`src/rtl/ahbl_cmd_master.sv`:
```
// ahbl_cmd_master
//   Request-driven AHB-Lite initiator. Commands arriving on a valid/ready
//   stream are normalised (size clamp, address alignment, write-lane
//   replication) and buffered in a small FIFO. The FIFO head drives the
//   address phase directly; a single data-phase register tracks the transfer
//   in flight so that NONSEQ transfers pipeline back to back. Every
//   completed data phase produces a one-cycle response beat.
//
// Ports
//   HCLK, HRESET            clock, synchronous active-high reset
//   req_valid/req_ready     command handshake (ready = FIFO not full)
//   req_write/addr/size/wdata  command fields, wdata right-justified
//   rsp_valid/write/rdata   response beat, rdata right-justified, 0 on writes
//   busy                    FIFO non-empty, data phase or response pending
//   HADDR/HTRANS/HSIZE/HWRITE/HWDATA  AHB-Lite initiator outputs
//   HREADY, HRDATA          AHB-Lite bus inputs
module ahbl_cmd_master #(
  parameter int FIFO_DEPTH = 2
) (
  input  logic        HCLK,
  input  logic        HRESET,
  input  logic        req_valid,
  output logic        req_ready,
  input  logic        req_write,
  input  logic [31:0] req_addr,
  input  logic [2:0]  req_size,
  input  logic [31:0] req_wdata,
  output logic        rsp_valid,
  output logic        rsp_write,
  output logic [31:0] rsp_rdata,
  output logic        busy,
  output logic [31:0] HADDR,
  output logic [1:0]  HTRANS,
  output logic [2:0]  HSIZE,
  output logic        HWRITE,
  output logic [31:0] HWDATA,
  input  logic        HREADY,
  input  logic [31:0] HRDATA
);

  localparam int              AW      = (FIFO_DEPTH > 1) ? $clog2(FIFO_DEPTH) : 1;
  localparam logic [AW:0]     DEPTH_C = (AW+1)'(FIFO_DEPTH);
  localparam logic [AW-1:0]   PTR_ONE = AW'(1);
  localparam logic [AW:0]     CNT_ONE = (AW+1)'(1);
  localparam logic [1:0]      TR_IDLE   = 2'b00;
  localparam logic [1:0]      TR_NONSEQ = 2'b10;

  // Sizes above word are treated as word.
  function automatic logic [1:0] norm_size(input logic [2:0] size);
    logic [1:0] s;
    s = (size > 3'd2) ? 2'd2 : size[1:0];
    return s;
  endfunction

  function automatic logic [31:0] norm_addr(input logic [31:0] addr, input logic [1:0] s);
    logic [31:0] a;
    case (s)
      2'd1:    a = {addr[31:1], 1'b0};
      2'd2:    a = {addr[31:2], 2'b00};
      default: a = addr;
    endcase
    return a;
  endfunction

  // Replicate narrow write data so every byte lane carries it; the slave
  // picks the lane(s) matching HADDR/HSIZE.
  function automatic logic [31:0] replicate(input logic [31:0] wdata, input logic [1:0] s);
    logic [31:0] w;
    case (s)
      2'd0:    w = {4{wdata[7:0]}};
      2'd1:    w = {2{wdata[15:0]}};
      default: w = wdata;
    endcase
    return w;
  endfunction

  function automatic logic [31:0] lane_extract(input logic [31:0] rdata, input logic [1:0] s,
                                               input logic [1:0] lane);
    logic [31:0] sh;
    logic [31:0] r;
    case (s)
      2'd0: begin
        sh = rdata >> {lane, 3'b000};
        r  = {24'd0, sh[7:0]};
      end
      2'd1: begin
        sh = rdata >> {lane[1], 4'b0000};
        r  = {16'd0, sh[15:0]};
      end
      default: begin
        sh = rdata;
        r  = sh;
      end
    endcase
    return r;
  endfunction

  logic [31:0]   fifo_addr_q  [FIFO_DEPTH];
  logic [31:0]   fifo_addr_d  [FIFO_DEPTH];
  logic [1:0]    fifo_size_q  [FIFO_DEPTH];
  logic [1:0]    fifo_size_d  [FIFO_DEPTH];
  logic          fifo_write_q [FIFO_DEPTH];
  logic          fifo_write_d [FIFO_DEPTH];
  logic [31:0]   fifo_wdata_q [FIFO_DEPTH];
  logic [31:0]   fifo_wdata_d [FIFO_DEPTH];

  logic [AW-1:0] wr_ptr_q, wr_ptr_d;
  logic [AW-1:0] rd_ptr_q, rd_ptr_d;
  logic [AW:0]   count_q, count_d;

  logic          dp_valid_q, dp_valid_d;
  logic          dp_write_q, dp_write_d;
  logic [1:0]    dp_lane_q,  dp_lane_d;
  logic [1:0]    dp_size_q,  dp_size_d;
  logic [31:0]   dp_wdata_q, dp_wdata_d;

  logic          rsp_valid_q, rsp_valid_d;
  logic          rsp_write_q, rsp_write_d;
  logic [31:0]   rsp_rdata_q, rsp_rdata_d;

  logic          empty, full, push, pop, dp_done;
  logic [1:0]    push_size;

  assign empty     = (count_q == '0);
  assign full      = (count_q == DEPTH_C);
  // Ready depends only on the pre-edge count: a full FIFO that pops this
  // cycle still refuses the command.
  assign req_ready = !full && !HRESET;
  assign push      = req_valid && req_ready;
  assign pop       = !empty && HREADY;
  assign dp_done   = dp_valid_q && HREADY;
  assign push_size = norm_size(req_size);

  always_comb begin
    wr_ptr_d     = wr_ptr_q;
    rd_ptr_d     = rd_ptr_q;
    count_d      = count_q;
    fifo_addr_d  = fifo_addr_q;
    fifo_size_d  = fifo_size_q;
    fifo_write_d = fifo_write_q;
    fifo_wdata_d = fifo_wdata_q;
    dp_valid_d   = dp_valid_q;
    dp_write_d   = dp_write_q;
    dp_lane_d    = dp_lane_q;
    dp_size_d    = dp_size_q;
    dp_wdata_d   = dp_wdata_q;
    rsp_valid_d  = dp_done;
    rsp_write_d  = rsp_write_q;
    rsp_rdata_d  = rsp_rdata_q;

    if (push) begin
      fifo_addr_d[wr_ptr_q]  = norm_addr(req_addr, push_size);
      fifo_size_d[wr_ptr_q]  = push_size;
      fifo_write_d[wr_ptr_q] = req_write;
      fifo_wdata_d[wr_ptr_q] = replicate(req_wdata, push_size);
      wr_ptr_d               = wr_ptr_q + PTR_ONE;
    end

    // A pop reloads the data-phase register, so a completing transfer is
    // replaced in the same edge without a bubble.
    if (pop) begin
      dp_valid_d = 1'b1;
      dp_write_d = fifo_write_q[rd_ptr_q];
      dp_lane_d  = fifo_addr_q[rd_ptr_q][1:0];
      dp_size_d  = fifo_size_q[rd_ptr_q];
      dp_wdata_d = fifo_wdata_q[rd_ptr_q];
      rd_ptr_d   = rd_ptr_q + PTR_ONE;
    end else if (dp_done) begin
      dp_valid_d = 1'b0;
    end

    case ({push, pop})
      2'b10:   count_d = count_q + CNT_ONE;
      2'b01:   count_d = count_q - CNT_ONE;
      default: count_d = count_q;
    endcase

    if (dp_done) begin
      rsp_write_d = dp_write_q;
      rsp_rdata_d = dp_write_q ? 32'd0 : lane_extract(HRDATA, dp_size_q, dp_lane_q);
    end
  end

  // Control state and response beat
  always_ff @(posedge HCLK) begin
    if (HRESET) begin
      wr_ptr_q    <= '0;
      rd_ptr_q    <= '0;
      count_q     <= '0;
      dp_valid_q  <= 1'b0;
      rsp_valid_q <= 1'b0;
      rsp_write_q <= 1'b0;
      rsp_rdata_q <= 32'd0;
    end else begin
      wr_ptr_q    <= wr_ptr_d;
      rd_ptr_q    <= rd_ptr_d;
      count_q     <= count_d;
      dp_valid_q  <= dp_valid_d;
      rsp_valid_q <= rsp_valid_d;
      rsp_write_q <= rsp_write_d;
      rsp_rdata_q <= rsp_rdata_d;
    end
  end

  // FIFO storage and data-phase payload; qualified by count/dp_valid
  always_ff @(posedge HCLK) begin
    fifo_addr_q  <= fifo_addr_d;
    fifo_size_q  <= fifo_size_d;
    fifo_write_q <= fifo_write_d;
    fifo_wdata_q <= fifo_wdata_d;
    dp_write_q   <= dp_write_d;
    dp_lane_q    <= dp_lane_d;
    dp_size_q    <= dp_size_d;
    dp_wdata_q   <= dp_wdata_d;
  end

  // Address phase comes straight from the FIFO head, so it holds across
  // wait states without any extra registers.
  assign HTRANS    = empty ? TR_IDLE : TR_NONSEQ;
  assign HADDR     = empty ? 32'd0 : fifo_addr_q[rd_ptr_q];
  assign HSIZE     = empty ? 3'd0 : {1'b0, fifo_size_q[rd_ptr_q]};
  assign HWRITE    = empty ? 1'b0 : fifo_write_q[rd_ptr_q];
  assign HWDATA    = (dp_valid_q && dp_write_q) ? dp_wdata_q : 32'd0;

  assign rsp_valid = rsp_valid_q;
  assign rsp_write = rsp_write_q;
  assign rsp_rdata = rsp_rdata_q;
  assign busy      = !empty || dp_valid_q || rsp_valid_q;

endmodule

```
`config.mk`:
```
export PLATFORM = sky130hd
export DESIGN_NAME = ahbl_cmd_master
export DESIGN_NICKNAME = d
export VERILOG_FILES = /design/src/rtl/ahbl_cmd_master.sv
export SDC_FILE = /design/constraint.sdc
export NUM_CORES = 1
export LEC_CHECK = 0
export CORE_MARGIN = 1
export CORE_UTILIZATION = 25
export CTS_CLUSTER_DIAMETER = 120
export DETAILED_ROUTE_END_ITERATION = 8
export PLACE_DENSITY_LB_ADDON = 0.1
export SLEW_MARGIN = 0
export SYNTH_ARGS = -nofsm -noshare
export SYNTH_HDL_FRONTEND = slang
export SYNTH_SLANG_ARGS = --single-unit
```
`constraint.sdc`:
```
create_clock -name HCLK -period 2.8 [get_ports HCLK]
set_clock_uncertainty 0.05 [all_clocks]
set_input_delay 0.56 -clock HCLK [delete_from_list [all_inputs] [get_ports HCLK]]
set_output_delay 0.56 -clock HCLK [all_outputs]
set_load 0.05 [all_outputs]
```
==> summary.md <==
| Metric | Value |
|---|---|
| Status | finished clean |
| Initial drt markers | 267 |
| Crit Path Category | reg2out |
| Setup repair after global routing missed its margin | false |
| Max-Slew Margin vs Limit | 0.431 |
| Worst ir drop on vdd | 0.000453 V |
| Slowest cell on the critical path | dfxtp_4 |
| Arrival @ worst endpoint | 2.05 ns |
| Wirelength per Cell | 18.7 um |
| Growth of design area from synthesis to finish | 44.5% |
| Number of buffers added by the clock tree synthesis step | 26 |
| Die extent in x | 187 um |
| Synthesis-stage register bit count | 210 |
| Via-to-Cell Ratio | 4.42 |
| WHS | 0.420 ns |
| Pwr Total | 0.0103 W |
| Clock transition at the register clock pins on the worst setup and hold paths after CTS | 0.06 ns |
| Worst path cell trace | buf_6 > mux2_2 > and2_1 > buf_4 |
| Core Area | 0.0335 mm^2 |
| Synth top area share | 0.601 |
| Average footprint of a synthesized cell | 14.5 um^2 |
| Final setup violation count | 0 |
| Worst setup slack for register-to-register paths | 0.79 ns |
| Net count, final | 907 |
| Final-report hold violation count | 0 |
| Starting utilization of the core area | 0.255 |
| Max Freq | 0.376 GHz |
| Post-route antenna net violation count | 0 |
| Nature of the critical path startpoint | register |
| Largest net degree at the start of global routing | 38 |
| Diodes inserted | 0 |
| Area after DPL | 0.0115 mm^2 |
| Register-to-Register Path Depth | 4 |
| Share of async-settable or async-resettable flops after synthesis | 0 |
| Highest cell delay on the worst timing path | 0.45 ns |
| WP depth | 4 |
| Netlist area before placement | 0.00854 mm^2 |
| Max-cap viol count | 0 |
| Num Clock Sinks | 210 |
| Final estimated routing congestion in global placement | 0.764 |
| Accumulated negative setup slack | 0 ns |
| Kind of cell adding the most delay to the critical path | buffers and inverters |
| Number of optimization iterations in the first detailed-route pass | 5 |
| Origin of the critical flop-to-flop path | dp_write_q |
| Wire length of the first global-routing pass | 36,100 um |
| Skew-Pair Late Insertion Delay | 0.53 ns |
| Capture point of the critical path | HWRITE |
| Most frequent cells in the layout | edfxtp_1 (171), clkdlybuf4s50_1 (137), nor2_1 (68) |
| Largest area contributor in the synthesized netlist | edfxtp_1 |
| Worst hold path class | reg2reg |
| RR Endpoint | rsp_rdata[4] |
| Number of distinct library cells after synthesis | 42 |
| Via count of the first global-routing pass | 5,974 |
| Required time of the critical path | 2.19 ns |
| Most frequent standard cell in the layout excluding fill and tap cells | edfxtp_1 |
| Slew @ Worst Pin | 0.853 ns |
| Share of post-route cells with drive strength above 1 | 0.222 |
| Post-CTS Setup Repair Bufs | 0 |
| Number of buffers inserted by hold repair at cts | 0 |
| I/O Buffers | 207 |
| Std cell rows | 67 |
| Root Driver | clkbuf_16 |
| Deepest level of the CTS H-tree | 1 |
| Maximum clock insertion buffer count | 3 |
| Design Area, Final | 0.0123 mm^2 |
| Clock tree from TritonCTS | built |
| DIE HEIGHT | 187 um |
| Fill cell count | 3,230 |
| Remaining global-route overflow | 0 |
| Tot GR Track Use | 0.134 |
| Setup crit start | rd_ptr_q |
| # DRC | 0 |
| Maximum fanout count along the critical path | 21 |
| Initial antenna violation count | 1 |
| Minimum clock period after layout | 2.66 ns |
| Leakage power figure | 4.37 nW |
| Most instantiated flip-flop cell in the synthesis netlist | edfxtp_1 |
| Power density over cell area | 838 mW/mm^2 |
| Half-perimeter wire length after detailed placement | 16,800 um |
| Setup crit end kind | output pin |
| Number of top-level pins | 210 |
| Total of warnings raised by yosys | 0 |
| Proportion of synthesized chip area in sequential cells | 0.693 |
| Wire length reported by the detailed router | 23,800 um |
| Total die area | 0.0349 mm^2 |
| Via count | 5,610 |
| Final Max Slew Viols | 0 |
| Final period util | 0.949 |
| Number of standard cells after synthesis | 587 |
| Worst path buffer plus inverter count | 2 |
| Post-synth EDFFs | 171 |
| Ranking of synthesized cells by area | edfxtp_1 (60%), dfxtp_1 (9.1%), mux2_2 (6.2%), mux2i_1 (3.5%), nor2_1 (3.0%) |
kinds of logic (layout without fill, tap and decap cells):
family                   Yosys count  after routing  share of synthesized area
AO/OA/AOI/OAI                     89             89                     0.0774
XOR/XNOR                           3              3                    0.00308
adder cells (fa/ha/maj)            3              3                    0.00440
buffers and inverters             49            281                     0.0293
flip-flops                       210            210                      0.693
multiplexers                      78             78                     0.0989
other                              1              2                   0.000439
AND/OR/NAND/NOR                  154            154                     0.0936
layout make-up:
type	instances	area (um^2)	share of cell area
well taps	448	561	0.0454
clock inverters	8	121	0.00983
flip-flops and latches	210	5920	0.480
inverters	7	30.0	0.00243
multi-input cells	329	2380	0.193
clock buffers	40	763	0.0618
repair buffers	226	2560	0.208
registers in the layout, indices dropped and copies added, names as in the netlist:
register / flops
dp_lane_q: 2
fifo_addr_q: 64
count_q: 2
wr_ptr_q: 1
dp_valid_q: 1
fifo_write_q: 2
fifo_wdata_q: 64
rsp_write: 1
rsp_rdata: 32
dp_wdata_q: 32
rsp_valid: 1
fifo_size_q: 4
rd_ptr_q: 1
dp_size_q: 2
dp_write_q: 1
metrics by stage:
step / util / cells / setup WS [ns]
after floorplan: - / 588 / 0.170
after global placement: 0.342 / 1220 / 0.174
after detailed placement: 0.342 / 1220 / 0.0958
after CTS: 0.368 / 1268 / 0.0210
after global routing: 0.368 / 1268 / 0.0644
final: 0.368 / 1268 / 0.142
how the worst min path moves through the flow:
stage | start | end | slack, ns | cells after the start
3_3_place_gp | rsp_write | rsp_write | 0.40 | 2
3_5_place_dp | rsp_write | rsp_write | 0.42 | 2
6_report | rsp_write | rsp_write | 0.42 | 2
2_1_floorplan | wr_ptr_q | wr_ptr_q | 0.41 | 2
4_1_cts | rsp_write | rsp_write | 0.42 | 2
5_1_grt | rsp_write | rsp_write | 0.44 | 2
report_power, final:
group / switching, W / total (W) / internal (W)
Combinational: 0.00190 / 0.00305 / 0.00114
Sequential: 0.000169 / 0.00393 / 0.00376
Clock: 0.00130 / 0.00337 / 0.00207
Total: 0.00337 / 0.0103 / 0.00697
layer usage:
metal  share of wire  global-route usage  vias up
met5         0.00046                   0        -
met4           0.024              0.0407        2
met3           0.064              0.0318       33
met2            0.47               0.219      185
met1            0.44               0.176     2730
li1                -                   -     2660
worst reg2reg max path, delay by kind of cell, from the launching register on:
kind,cells,cell delay (ns)
buffers and inverters,1,0.26
and+or+nand+nor,2,0.75
AOI/OAI and AO/OA,1,0.24
DFF,1,0.63
what timing repair did:
item,4_1_cts,5_1_grt
hold endpoints to repair,0,0
gates resized for setup,3,1
endpoints found under the setup margin,4,1
Yosys cell counts, types with 10 or more instances:
master	number
clkbuf_1	17
edfxtp_1	171
mux2i_1	30
a21oi_1	16
a22o_1	16
nor2_1	69
a22oi_1	29
and3_1	33
buf_4	10
o211ai_1	10
dfxtp_1	39
mux2_2	47
Power figures use the tool's default switching activity.
